<file path="config.mk">
export PLATFORM = sky130hd
export DESIGN_NAME = bus_copy_engine_flat
export DESIGN_NICKNAME = d
export VERILOG_FILES = /design/src/rtl/bus_copy_engine_pkg.sv /design/src/rtl/bus_copy_engine_if.sv /design/src/rtl/bus_copy_engine_watchdog.sv /design/src/rtl/bus_copy_engine.sv /design/src/flat_wrapper.sv
export SDC_FILE = /design/constraint.sdc
export NUM_CORES = 1
export LEC_CHECK = 0
export CAP_MARGIN = 0
export CORE_ASPECT_RATIO = 0.7
export CORE_MARGIN = 2
export CORE_UTILIZATION = 44
export CTS_CLUSTER_DIAMETER = 80
export DETAILED_ROUTE_END_ITERATION = 7
export PLACE_DENSITY = 0.85
export SLEW_MARGIN = 5
export SYNTH_ARGS = -nofsm -noshare
export SYNTH_HDL_FRONTEND = slang
export SYNTH_SLANG_ARGS = --single-unit
</file>
<file path="constraint.sdc">
create_clock -name clk -period 2.1 [get_ports clk]
set_clock_uncertainty 0.15 [all_clocks]
set_input_delay 0.21 -clock clk [delete_from_list [all_inputs] [get_ports clk]]
set_output_delay 0.21 -clock clk [all_outputs]
set_load 0.02 [all_outputs]
</file>
<file path="src/rtl/bus_copy_engine_pkg.sv">
// Shared types and constants for the bus copy engine and its benches.
// The optional watchdog is enabled with the BUS_COPY_TIMEOUT_EN macro.
package bus_copy_engine_pkg;

    typedef enum logic [1:0] {
        IDLE,
        READ,
        WRITE,
        FINISH
    } copy_state_e;

    localparam int          DATA_W          = 32;
    localparam int          WORD_BYTES      = 4;
    localparam logic [31:0] ADDR_ALIGN_MASK = 32'hFFFF_FFFC;

    // On-chip block RAM window, used by benches to model the responder.
    localparam logic [31:0] RAM_BASE = 32'h0000_0000;
    localparam logic [31:0] RAM_MASK = 32'h0000_3FFF;

endpackage

</file>
<file path="src/rtl/bus_copy_engine_if.sv">
// rd/wr/ready memory bus between an initiator (master) and a responder (slave).
interface bus_copy_engine_if;
    import bus_copy_engine_pkg::*;

    logic [DATA_W-1:0] bus_addr;
    logic [DATA_W-1:0] bus_wdata;
    logic [DATA_W-1:0] bus_rdata;
    logic              bus_rd;
    logic              bus_wr;
    logic              bus_ready;

    modport master (
        output bus_addr, bus_wdata, bus_rd, bus_wr,
        input  bus_rdata, bus_ready
    );

    modport slave (
        input  bus_addr, bus_wdata, bus_rd, bus_wr,
        output bus_rdata, bus_ready
    );

endinterface

</file>
<file path="src/rtl/bus_copy_engine_watchdog.sv">
// Counts consecutive unacknowledged bus cycles and flags expiry; only
// instantiated when BUS_COPY_TIMEOUT_EN is defined.
module bus_watchdog #(
    parameter int TIMEOUT_CYCLES = 255
) (
    input  logic clk,
    input  logic rst_n,
    input  logic active,
    input  logic ready,
    output logic expired
);
    import bus_copy_engine_pkg::*;

    localparam int CNT_W = ($clog2(TIMEOUT_CYCLES + 1) > 8) ? $clog2(TIMEOUT_CYCLES + 1) : 8;

    logic [CNT_W-1:0] wait_count;

    // Expiry lands on the TIMEOUT_CYCLES-th consecutive waiting cycle.
    assign expired = active && !ready && (wait_count == CNT_W'(TIMEOUT_CYCLES - 1));

    always_ff @(posedge clk or negedge rst_n) begin
        if (!rst_n) begin
            wait_count <= '0;
        end else if (!active || ready || expired) begin
            wait_count <= '0;
        end else begin
            wait_count <= wait_count + 1'b1;
        end
    end

endmodule

</file>
<file path="src/rtl/bus_copy_engine.sv">
// DMA copy engine: reads a word, then writes it, for word_count words.
// Define BUS_COPY_TIMEOUT_EN to abort transfers that never see bus_ready.
module bus_copy_engine
    import bus_copy_engine_pkg::*;
#(
    parameter int COUNT_W        = 16,
    parameter int TIMEOUT_CYCLES = 255
) (
    input  logic                clk,
    input  logic                rst_n,
    input  logic                start,
    input  logic [31:0]         src_addr,
    input  logic [31:0]         dst_addr,
    input  logic [COUNT_W-1:0]  word_count,
    output logic                busy,
    output logic                done,
    output logic                error,
    bus_copy_engine_if.master   bus
);

    copy_state_e        state;
    copy_state_e        next_state;
    logic [31:0]        src_cur;
    logic [31:0]        dst_cur;
    logic [COUNT_W-1:0] remaining;
    logic [31:0]        hold;
    logic               error_q;
    logic               accept;
    logic               expired;

    assign accept = (state == IDLE) && start;

`ifdef BUS_COPY_TIMEOUT_EN
    bus_watchdog #(
        .TIMEOUT_CYCLES(TIMEOUT_CYCLES)
    ) u_watchdog (
        .clk    (clk),
        .rst_n  (rst_n),
        .active ((state == READ) || (state == WRITE)),
        .ready  (bus.bus_ready),
        .expired(expired)
    );
`else
    logic unused_timeout_cfg;
    assign unused_timeout_cfg = ^TIMEOUT_CYCLES;
    assign expired = 1'b0;
`endif

    always_ff @(posedge clk or negedge rst_n) begin
        if (!rst_n) begin
            state <= IDLE;
        end else begin
            state <= next_state;
        end
    end

    // Bus outputs decode straight from state so a reset drops requests at once.
    always_comb begin
        next_state    = state;
        bus.bus_rd    = 1'b0;
        bus.bus_wr    = 1'b0;
        bus.bus_addr  = '0;
        bus.bus_wdata = '0;
        busy          = (state != IDLE);
        done          = 1'b0;
        case (state)
            IDLE: begin
                if (start) begin
                    next_state = (word_count == '0) ? FINISH : READ;
                end
            end
            READ: begin
                bus.bus_rd   = 1'b1;
                bus.bus_addr = src_cur;
                if (expired) begin
                    next_state = FINISH;
                end else if (bus.bus_ready) begin
                    next_state = WRITE;
                end
            end
            WRITE: begin
                bus.bus_wr    = 1'b1;
                bus.bus_addr  = dst_cur;
                bus.bus_wdata = hold;
                if (expired) begin
                    next_state = FINISH;
                end else if (bus.bus_ready) begin
                    next_state = (remaining == COUNT_W'(1)) ? FINISH : READ;
                end
            end
            FINISH: begin
                done       = 1'b1;
                next_state = IDLE;
            end
            default: next_state = IDLE;
        endcase
    end

    always_ff @(posedge clk or negedge rst_n) begin
        if (!rst_n) begin
            src_cur   <= '0;
            dst_cur   <= '0;
            remaining <= '0;
            hold      <= '0;
            error_q   <= 1'b0;
        end else if (accept) begin
            src_cur   <= src_addr & ADDR_ALIGN_MASK;
            dst_cur   <= dst_addr & ADDR_ALIGN_MASK;
            remaining <= word_count;
            error_q   <= 1'b0;
        end else begin
            if ((state == READ) && bus.bus_ready) begin
                hold <= bus.bus_rdata;
            end
            if ((state == WRITE) && bus.bus_ready) begin
                src_cur   <= src_cur + 32'(WORD_BYTES);
                dst_cur   <= dst_cur + 32'(WORD_BYTES);
                remaining <= remaining - 1'b1;
            end
            if (expired) begin
                error_q <= 1'b1;
            end
        end
    end

    assign error = error_q;

endmodule

</file>
<file path="src/flat_wrapper.sv">
// flat-port wrapper written by rule: the top's interface ports become plain ports
module bus_copy_engine_flat import bus_copy_engine_pkg::*;
#(
    parameter int COUNT_W        = 16,
    parameter int TIMEOUT_CYCLES = 255
)
  (clk, rst_n, start, src_addr, dst_addr, word_count, busy, done, error, bus_bus_addr, bus_bus_wdata, bus_bus_rd, bus_bus_wr, bus_bus_rdata, bus_bus_ready);
  bus_copy_engine_if bus_i ();
  input  logic clk;
  input  logic rst_n;
  input  logic start;
  input  logic [31:0] src_addr;
  input  logic [31:0] dst_addr;
  input  logic [COUNT_W-1:0] word_count;
  output logic busy;
  output logic done;
  output logic error;
  output wire logic [$bits(bus_i.bus_addr)-1:0] bus_bus_addr;
  output wire logic [$bits(bus_i.bus_wdata)-1:0] bus_bus_wdata;
  output wire logic [$bits(bus_i.bus_rd)-1:0] bus_bus_rd;
  output wire logic [$bits(bus_i.bus_wr)-1:0] bus_bus_wr;
  input wire logic [$bits(bus_i.bus_rdata)-1:0] bus_bus_rdata;
  input wire logic [$bits(bus_i.bus_ready)-1:0] bus_bus_ready;
  assign bus_bus_addr = bus_i.bus_addr;
  assign bus_bus_wdata = bus_i.bus_wdata;
  assign bus_bus_rd = bus_i.bus_rd;
  assign bus_bus_wr = bus_i.bus_wr;
  assign bus_i.bus_rdata = bus_bus_rdata;
  assign bus_i.bus_ready = bus_bus_ready;
  bus_copy_engine #(.COUNT_W(COUNT_W), .TIMEOUT_CYCLES(TIMEOUT_CYCLES)) u_core (.clk(clk), .rst_n(rst_n), .start(start), .src_addr(src_addr), .dst_addr(dst_addr), .word_count(word_count), .busy(busy), .done(done), .error(error), .bus(bus_i));
endmodule
</file>
==> impl_results.md <==
- Synth Area in XOR/XNOR: 0.0981
- CP max FO: 6
- Hold Crit Class: input pin to asynchronous set/reset pin
- Vias in the first global route: between 5000 and 6000
- Die footprint: 15400 um^2
- CTS tree: built
- Die width: between 100 and 150 um
- Core Box Area: 14000 um^2
- Fill count: ~1100
- Commonest cells after routing, fill and taps aside: clkdlybuf4s50_1 (110), dfrtp_1 (110), nand2_1 (97)
- DR pass1 iterations: 6
- Sw frac: 0.423
- Final HPWL DP: roughly 13000 um
- Sequential share of power: 0.344
- Synth-to-Final Area Change: 47.8%
- Via Count: between 5000 and 6000
- Yosys top cell area share: 0.434
- First-pass GRT wire length: about 29000 um
- Worst EP required: about 1.7 ns
- Initial Utilization: 0.452
- Relative slew slack: 0.609
- Layout cell share with drive strength beyond 1: 0.288
- I/O pin count: approximately 190
- Top cells by area, synth: dfrtp_1 (43%), xor2_1 (6.4%), nand2_1 (5.8%)
- Post-route setup slack: -0.0677 ns
- Max-Cap Viols: 0
- Worst-Margin Slew: approximately 0.58 ns
- Ant diodes: 0
- Largest stage delay, worst path: approximately 0.4 ns
- EDFF count, synth: 0
- Largest family of logic cells by synthesized area: simple AND/OR/NAND/NOR gates
- Startpoint Class: register
- Worst-case clock buffer depth: 2
- Core Util, Final: 0.669
- Number of CTS-inserted buffers: 9
- Final Cycle Share: 1.03
- Clock share of power: 0.126
- P_sw: ~0.0054 W
- Cell count after synthesis: 684
- Post-synthesis sequential area ratio: 0.434
- Largest net degree at the start of global routing: slightly below 70
- Drt first-iter violations: approximately 470
- M2 GR Usage: 0.358
- Main flop type after synthesis: dfrtp_1
- Clk_lat worst skew: 0.35 ns
- Logic gate share of total power: 0.530
- # DRC: 0
- Final nets: between 1000 and 1500
- Cell Area, Synth: 6340 um^2
- Met1 usage: 0.346
- Final hold violation count: 0
- Top cell type by total area after synthesis: dfrtp_1
- Cell Rows: 36
- Worst r2r path cells: 9
- Ys Warns: 0
- Port bufs: between 150 and 200
- RSZ-0062 raised after global routing: true
- Internal Power: roughly 0.0074 W
- Via-per-instance ratio: 5.42
- Leak: 3.77 nW
- Yosys cell types: 45
- Count of state elements after synthesis: 110
- Complex-gate fraction of the synthesized area: 0.104
- Setup CP Type: register to output pin
- Failing checks: negative setup slack
- Status: finished, violations left
- Hold WS: 0.153 ns
- Gr usage total: 0.238
- Htree depth: 3
- Max-slew violations: 0
- Post-synthesis adder-cell area fraction: 0.0178
- Overflow after GRT: 0
- Worst EP arrival: between 1.5 and 2 ns
- Most frequent CP cell: buf_4
- Reg clk slew, reported paths: 0.07 ns
- Worst-path cell chain: buf_4 -> buf_4 -> ha_4 -> buf_12 -> a22oi_2 -> nor2b_2 -> buf_2
- Clock sink total: between 100 and 150
- Post-route minimum period: 2.17 ns
- RePlAce Congestion: slightly below 0.9
- Post-synthesis mux area share: 0.0600
- Peak supply drop: 0.629 mV
- Detailed Route WL: 19500 um
- Worst path slowest cell: dfrtp_1
- GRT busiest layer: met2
- FFs w/ async S/R, synth: 1.00
- Simple-gate share of the synthesized area: 0.252
- Root buf cell: clkbuf_16
- Syn avg cell area: just over 9 um^2
- Final ANT Viol Nets: 0
- Met3 Usage GRT: 0.0553
- P per Cell Area: 1360 nW/um^2
- CP Capture Type: output pin
- Final setup fails: 23
- Drt wl/cell: around 18 um
- Antenna violations before repair: 0
- DP Worst Slack: -0.0949 ns
- Chip height: about 100 um
- Fmax: approximately 460 MHz
-- stage by stage --
step                power [W]  instances  cell area (um^2)  TNS [ns]
floorplan             0.00754        686              6400    -0.313
global placement       0.0101       1057              8700    -0.187
detailed placement     0.0103       1057              8700    -0.927
CTS                    0.0119       1076              9030   -0.0425
global route           0.0135       1093              9370     -4.13
finish                 0.0128       1093              9370    -0.629
-- final cells by class --
cell class | count | area (um^2) | area share
Timing Repair Buffer | 244 | 2340 | 0.250
Sequential cell | 110 | 2750 | 0.294
Tap cell | 190 | 238 | 0.0254
Multi-Input combinational cell | 525 | 3730 | 0.398
Clock inverter | 5 | 43.8 | 0.00468
Inverter | 9 | 33.8 | 0.00361
Clock buffer | 10 | 229 | 0.0244
-- final timing paths --
path	from	end	slack (ns)
min in group clk	dst_addr[19]	u_core.dst_cur[19]	0.24
worst min-delay path	rst_n	u_core.remaining[4]	0.15
worst min register to register	u_core.hold[6]	u_core.hold[6]	0.35
worst max-delay path	u_core.state[0]	bus_bus_addr[7]	-0.07
max in group asynchronous	rst_n	u_core.src_cur[30]	0.97
worst max register to register	u_core.state[0]	u_core.remaining[9]	-0.06
-- metal layers --
layer  wire length, um  vias up  part of all wire
li1                  -     2803                 -
met1              8560     2840              0.44
met2              8900      252              0.46
met3              1560       33             0.080
met4               435        0             0.022
met5                 0        -                 0
-- synth_stat cells, types with 2 or more instances --
cell type / count
buf_2: 7
nor2b_1: 31
inv_1: 9
nor3_1: 12
nand4_1: 27
nand2_1: 98
mux2_2: 31
and3_1: 11
nor4_2: 3
o21ai_0: 73
xnor2_1: 25
and4_1: 3
a22oi_1: 30
clkbuf_1: 31
xor2_1: 46
ha_1: 9
nand3_1: 25
mux2i_1: 2
and2_1: 35
nor2_1: 23
o22ai_1: 2
nand3_2: 2
buf_4: 3
nor4_1: 11
dfrtp_1: 110
a21oi_1: 6
-- power groups by stage --
stage                     clock, W  sequential (W)  combinational, W
after floorplan                  0         0.00391           0.00363
after global placement           0         0.00420           0.00592
after detailed placement         0         0.00425           0.00606
after CTS                  0.00164         0.00426           0.00596
after global routing       0.00172         0.00451           0.00726
final                      0.00161         0.00440           0.00677
-- cell families (layout without fill, tap and decap cells) --
logic type      after synthesis  count (layout)
fa+ha+maj                     9               9
compound gates              114             114
flops                       110             110
other cells                   1               3
mux                          34              34
simple gates                294             294
buf+inv                      51             268
xor+xnor                     71              71
-- state kept, by name, summed over array words and instances (netlist names) --
signal,count
u_core.hold,32
u_core.dst_cur,30
u_core.src_cur,30
u_core.remaining,16
u_core.state,2
-- worst max-delay path: cells and delay by family (launching register included) --
kind / cells / cell delay [ns]
AOI/OAI and AO/OA: 1 / 0.20
DFF: 1 / 0.40
and+or+nand+nor: 1 / 0.08
adders and majority gates: 1 / 0.20
buffers and inverters: 4 / 0.58
-- what timing repair did --
action / CTS / global route
cloned: 0 / 3
endpoints found under the setup margin: 80 / 97
buffers inserted: 3 / 14
pin swaps: 1 / 26
gates resized for setup: 190 / 178
endpoints found under the hold margin: 31 / 0
hold buffers: 1 / 0
Power figures use the tool's default switching activity.
